--- src/rtl/serial_add_ctrl.sv ---
// -----------------------------------------------------------------------------
// serial_add_ctrl
//
// Word-level front/back end for a one-bit serial adder stage. It accepts a pair
// of W-bit operands on a valid/ready handshake, clears the external adder,
// streams both operands LSB-first one bit per clock, then gathers the adder's
// registered sum bits and final carry into a parallel result. The result is
// offered on a valid/ready handshake.
//
// Ports:
//   clk        single clock, all state updates on its rising edge
//   r          synchronous active-high reset
//   in_valid   operand pair op_a/op_b is valid
//   in_ready   block can accept an operand pair (IDLE only)
//   op_a/op_b  W-bit operands
//   a_bit      serial A bit to the adder's a input
//   b_bit      serial B bit to the adder's b input
//   add_clr    drives the adder's reset input (clears its sum/carry)
//   s_in       adder's registered sum output
//   c_in       adder's carry output
//   out_valid  result/carry_out are valid (DONE only)
//   out_ready  consumer accepts the result
//   result     (op_a + op_b) mod 2^W
//   carry_out  carry out of bit W-1
// -----------------------------------------------------------------------------
module serial_add_ctrl #(
    parameter int W = 8
) (
    input  logic         clk,
    input  logic         r,
    input  logic         in_valid,
    output logic         in_ready,
    input  logic [W-1:0] op_a,
    input  logic [W-1:0] op_b,
    output logic         a_bit,
    output logic         b_bit,
    output logic         add_clr,
    input  logic         s_in,
    input  logic         c_in,
    output logic         out_valid,
    input  logic         out_ready,
    output logic [W-1:0] result,
    output logic         carry_out
);

    localparam int CNT_W = $clog2(W);
    localparam logic [CNT_W-1:0] LAST_BIT = CNT_W'(W - 1);

    typedef enum logic [2:0] {
        IDLE,
        CLR,
        SHIFT,
        DRAIN,
        DONE
    } state_t;

    state_t           r_state;
    logic [W-1:0]     r_a;
    logic [W-1:0]     r_b;
    logic [W-1:0]     r_result;
    logic             r_carry;
    logic [CNT_W-1:0] r_cnt;

    // Sum bits arrive one cycle late (the adder registers them), so each
    // capture shifts the newest bit in at the MSB; after W captures bit s_0
    // has walked down to result[0].
    logic [W-1:0]     w_result_shifted;
    assign w_result_shifted = {s_in, r_result[W-1:1]};

    always_ff @(posedge clk) begin
        if (r) begin
            r_state  <= IDLE;
            r_a      <= '0;
            r_b      <= '0;
            r_result <= '0;
            r_carry  <= 1'b0;
            r_cnt    <= '0;
        end else begin
            case (r_state)
                IDLE: begin
                    if (in_valid) begin
                        r_a      <= op_a;
                        r_b      <= op_b;
                        r_result <= '0;
                        r_cnt    <= '0;
                        r_state  <= CLR;
                    end
                end
                CLR: begin
                    r_state <= SHIFT;
                end
                SHIFT: begin
                    r_a <= r_a >> 1;
                    r_b <= r_b >> 1;
                    // During SHIFT cycle 0 the adder's s output still holds
                    // the cleared value, so the first real sum bit is only
                    // available from cycle 1 on.
                    if (r_cnt != '0) begin
                        r_result <= w_result_shifted;
                    end
                    if (r_cnt == LAST_BIT) begin
                        r_state <= DRAIN;
                    end else begin
                        r_cnt <= r_cnt + 1'b1;
                    end
                end
                DRAIN: begin
                    // Last sum bit and the carry out of bit W-1 are both
                    // registered by the adder at the close of the final SHIFT.
                    r_result <= w_result_shifted;
                    r_carry  <= c_in;
                    r_state  <= DONE;
                end
                DONE: begin
                    if (out_ready) begin
                        r_state <= IDLE;
                    end
                end
                default: begin
                    r_state <= IDLE;
                end
            endcase
        end
    end

    // Outputs decode straight from state registers; add_clr also follows r so
    // the adder is cleared for as long as the controller is held in reset.
    assign in_ready  = (r_state == IDLE);
    assign out_valid = (r_state == DONE);
    assign a_bit     = (r_state == SHIFT) ? r_a[0] : 1'b0;
    assign b_bit     = (r_state == SHIFT) ? r_b[0] : 1'b0;
    assign add_clr   = r | (r_state == CLR);
    assign result    = r_result;
    assign carry_out = r_carry;

endmodule

--- config.mk ---
export PLATFORM = sky130hd
export DESIGN_NAME = serial_add_ctrl
export DESIGN_NICKNAME = d
export VERILOG_FILES = /design/src/rtl/serial_add_ctrl.sv
export SDC_FILE = /design/constraint.sdc
export NUM_CORES = 1
export LEC_CHECK = 0
export BUFFER_PORTS_ARGS = -buffer_cell sky130_fd_sc_hd__buf_2
export CAP_MARGIN = 15
export CORE_MARGIN = 1.5
export CORE_UTILIZATION = 45
export CTS_CLUSTER_SIZE = 25
export DETAILED_ROUTE_END_ITERATION = 8
export GPL_ROUTABILITY_DRIVEN = 0
export PLACE_DENSITY = 0.69
export SLEW_MARGIN = 20
export SYNTH_ARGS = -nofsm -noshare
export SYNTH_HDL_FRONTEND = slang
export SYNTH_SLANG_ARGS = --single-unit
--- constraint.sdc ---
create_clock -name clk -period 3.5 [get_ports clk]
set_clock_uncertainty 0.2 [all_clocks]
set_input_delay 0.7 -clock clk [delete_from_list [all_inputs] [get_ports clk]]
set_output_delay 0.7 -clock clk [all_outputs]
set_load 0.02 [all_outputs]
After elaboration in Yosys (flattened, before gate mapping)
Cells that the tools add are included.
W data, S select, Z words.
- logic and storage cells: 42
- bits in registers: 31
- output and inout bits: 14
- bitwise logic cells: 1
- equality and inequality tests: 10
- add/sub/neg operators: 1
- reductions and logical operators: 8
- muxes and demuxes: 16
- operators with widths (cell ; count):
    $mux W8 ; 4
    $pmux W8 S2 ; 2
    $pmux W8 S3 ; 1
    $mux W3 ; 5
    $pmux W3 S5 ; 1
    $reduce_and A3 Y1 ; 3
    $ne A2 B2 Y1 const B ; 4
    $eq A3 B2 Y1 const B ; 2
    $eq A3 B3 Y1 const B ; 2
    $pmux W3 S2 ; 1
    $reduce_bool A3 Y1 ; 2
    $add A3 B1 Y3 const B ; 1
    $eq A3 B1 Y1 const B ; 1
    $logic_not A3 Y1 ; 1
    $mux W1 ; 2
    $ne A2 B1 Y1 const B ; 1
    $reduce_and A2 Y1 ; 1
    $reduce_bool A2 Y1 ; 1
    $or A1 B1 Y1 ; 1

Longest topological paths before layout
- depth in word-level cells: 3
- depth in mapped cells: 6
- mapped depth without buffers: 5

Worst setup path after synthesis
OpenSTA, ideal clock, no wires.
- path kind: input to output
- start: input port r
- end: output port add_clr
- stages on the path: 3
- path slack: 1359 ps
- arrival time: 1241 ps
- path through: buf_1 inv_1 nand2_1
- cells in the longest elaborated chain, start to end: 1
- ends and longest elaborated chain (element ; RTL line ; RTL):
    from (decl) ; 30 ; input logic r,
    $or A1 B1 Y1 ; 132 ; assign add_clr = r | (r_state == CLR);
    to (decl) ; 37 ; output logic add_clr,
Every way passes these cells.

Final worst setup path
- start: register r_state[1]
- end: output port b_bit
- cells in the longest elaborated chain, start to end: 2
- ends and longest elaborated chain (element ; RTL line ; RTL):
    from (decl) ; 57 ; state_t r_state;
    from (signal assigned) ; 72 ; r_state <= IDLE;
    from (signal assigned) ; 86 ; r_state <= CLR;
    from (signal assigned) ; 90 ; r_state <= SHIFT;
    $eq A3 B2 Y1 ; 131 ; assign b_bit = (r_state == SHIFT) ? r_b[0] : 1'b0;
    $mux W1 ; 131 ;
    to (decl) ; 36 ; output logic b_bit,
Every way passes these cells.

==> metrics <==
status=complete, no violations; Port-buffer cells=35; initial antenna violation count=0; H-tree levels=2; CTS tree=built; Final ANT Viol Nets=0; cell area after layout=between 1500 and 2000 um^2; GR Overflow Total=0; synthesized instance count=180; Seq/Total Area, Yosys=0.414; post-synthesis simple-gate area fraction=0.241; vias in the first global route=approximately 1300; mean post-synth cell area=8.32 um^2; DP Worst Slack=roughly 1000 ps; area of the multi-input gates=between 700 and 800 um^2; largest family of logic cells by synthesized area=compound AO/OA/AOI/OAI gates; initial DRC count=74; DP Area=1640 um^2; commonest non-fill, non-tap cell in the layout=nand2_1; post-CTS sizing=0; Max VDD drop=299 uV; std cell rows=20; Wirelength per Cell=approximately 13 um; first-pass iteration count of the detailed router=4; synth-to-layout area growth=12.7%; FF+latch area=between 600 and 700 um^2; IO Count=36; final WL=roughly 3300 um; Clk Tree Root Cell=clkbuf_4; crit-path max FO=16; pin count of the biggest net entering global routing=31; Setup TNS=0 ps; max_slew headroom=0.397; fin crit share=0.793; max-slew violations=0; filler instances=around 330; Synth Area in Adders=0.0251; Compound-Gate Fraction of Synth Area=0.241; post-synthesis mux area share=0; flops & latches, synth=31; CP Data Required Time=between 2000 and 3000 ps; Syn Nets=between 200 and 250; Core Region=a little over 3000 um^2; Initial Utilization=0.483; first-pass GRT wire length=5510 um; Die ar.=3680 um^2; crit start category=flip-flop; number of max-cap violations=0; TritonCTS buffer count=5; tightest hold margin=~260 ps; hold buffers post-CTS=0; share of layout cells above drive strength 1=0.237; Post-Syn Area=around 1500 um^2; # DRC=0; Leakage=0.676 nW; warnings from Yosys=0; DIE WIDTH=between 60 and 70 um; Skew-Pair Late Insertion Delay=between 300 and 400 ps; crit path time final=roughly 2800 ps; final net count=231; Slew @ Worst Pin=about 900 ps; Worst-path clk slew=90 ps; via count=1383; Global Route Usage Sum=0.203; pwr dens=about 440 nW/um^2; Final setup viols=0; FMAX=about 360 MHz; final setup margin=723 ps; HPWL after DPL=roughly 2300 um; vias per inst=roughly 5.5; most frequent cells in the layout=nand2_1, buf_2, dfxtp_1; Min-Delay Path Class=reg -> reg; Post-synth EDFFs=0; crit path kind=reg -> out; ys flop type=dfxtp_1; Distinct cells, synth=33; CP arrival=1880 ps; Clock Path Buffers=2; xor-xnor portion of the synthesized cell area=0.00585; Ant. Diodes=0; unrepaired setup endpoints after global routing=false; Async S/R FF share, synth=0; DIE HEIGHT=just over 60 um; Final Hold Vio Count=0; postcts setup bufs=0; Critical Path End Type=output port; Sink Count=31
==> cell type report <==
cell class | instances | share of cell area
clock buffer | 7 | 0.0267
clock inverter | 1 | 0.00297
inverter | 3 | 0.00667
multi-input combinational | 129 | 0.455
sequential | 31 | 0.368
tap | 44 | 0.0326
timing repair buffer | 36 | 0.108
==> cell usage after synthesis, types with 2 or more instances <==
cell,n,area (um^2)
or2_2,2,12.5
inv_1,3,11.3
buf_6,3,33.8
a311oi_1,14,123
dfxtp_1,31,621
nand3_1,9,45.0
clkbuf_1,6,22.5
nor3_1,2,10.0
nand2_1,37,139
o21ai_0,2,10.0
nor2_1,3,11.3
nand2b_1,4,25.0
buf_2,6,30.0
o2bb2ai_1,3,26.3
o211ai_1,8,60.1
ha_1,3,37.5
and2_1,2,12.5
a21oi_1,27,135
==> registers in the layout, indices dropped and copies added (netlist names) <==
register	count
r_a	8
r_b	8
result	8
r_cnt	3
r_state	3
carry_out	1
==> final timing paths <==
kind	startpoint	end	slack, ps	depth (start not counted)
worst max register to register	r_state[0]	r_a[2]	1370	3
worst min-delay path	carry_out	carry_out	260	2
worst max-delay path	r_state[1]	b_bit	720	4
worst min register to register	carry_out	carry_out	260	2
==> routing by layer <==
layer | vias to the layer above | part of all wire | track usage
li1 | 698 | - | -
met1 | 635 | 0.45 | 0.251
met2 | 48 | 0.46 | 0.316
met3 | 2 | 0.090 | 0.0789
met4 | 0 | 0.0055 | 0.0839
met5 | - | 0 | 0
==> through the flow <==
step           utilization  instances  power, W
5_1_grt              0.544        251  0.000782
2_1_floorplan            -        180  0.000515
3_3_place_gp         0.528        243  0.000539
4_1_cts              0.544        251  0.000741
6_report             0.544        251  0.000735
3_5_place_dp         0.528        243  0.000546
==> power by group <==
| group | total (W) | internal, W | switching [W] |
|---|---|---|---|
| logic | 0.000139 | 0.0000527 | 0.0000866 |
| clock network | 0.000196 | 0.0000781 | 0.000118 |
| registers | 0.000399 | 0.000378 | 0.0000212 |
| total | 0.000735 | 0.000509 | 0.000225 |
==> critical path, stage by stage (launching register included) <==
cell and delay [ps]:
dfxtp_1 610, nor3b_4 430, buf_4 230, and2_1 120, buf_2 150
==> kinds of logic (layout without fill, tap and decap cells) <==
family,count (synthesis),in the layout
AND/OR/NAND/NOR,70,70
AO/OA/AOI/OAI,55,55
flip-flops,31,31
buffers and inverters,20,47
adder cells (fa/ha/maj),3,3
XOR/XNOR,1,1
Note: power is estimated with default switching activity, not from simulation.
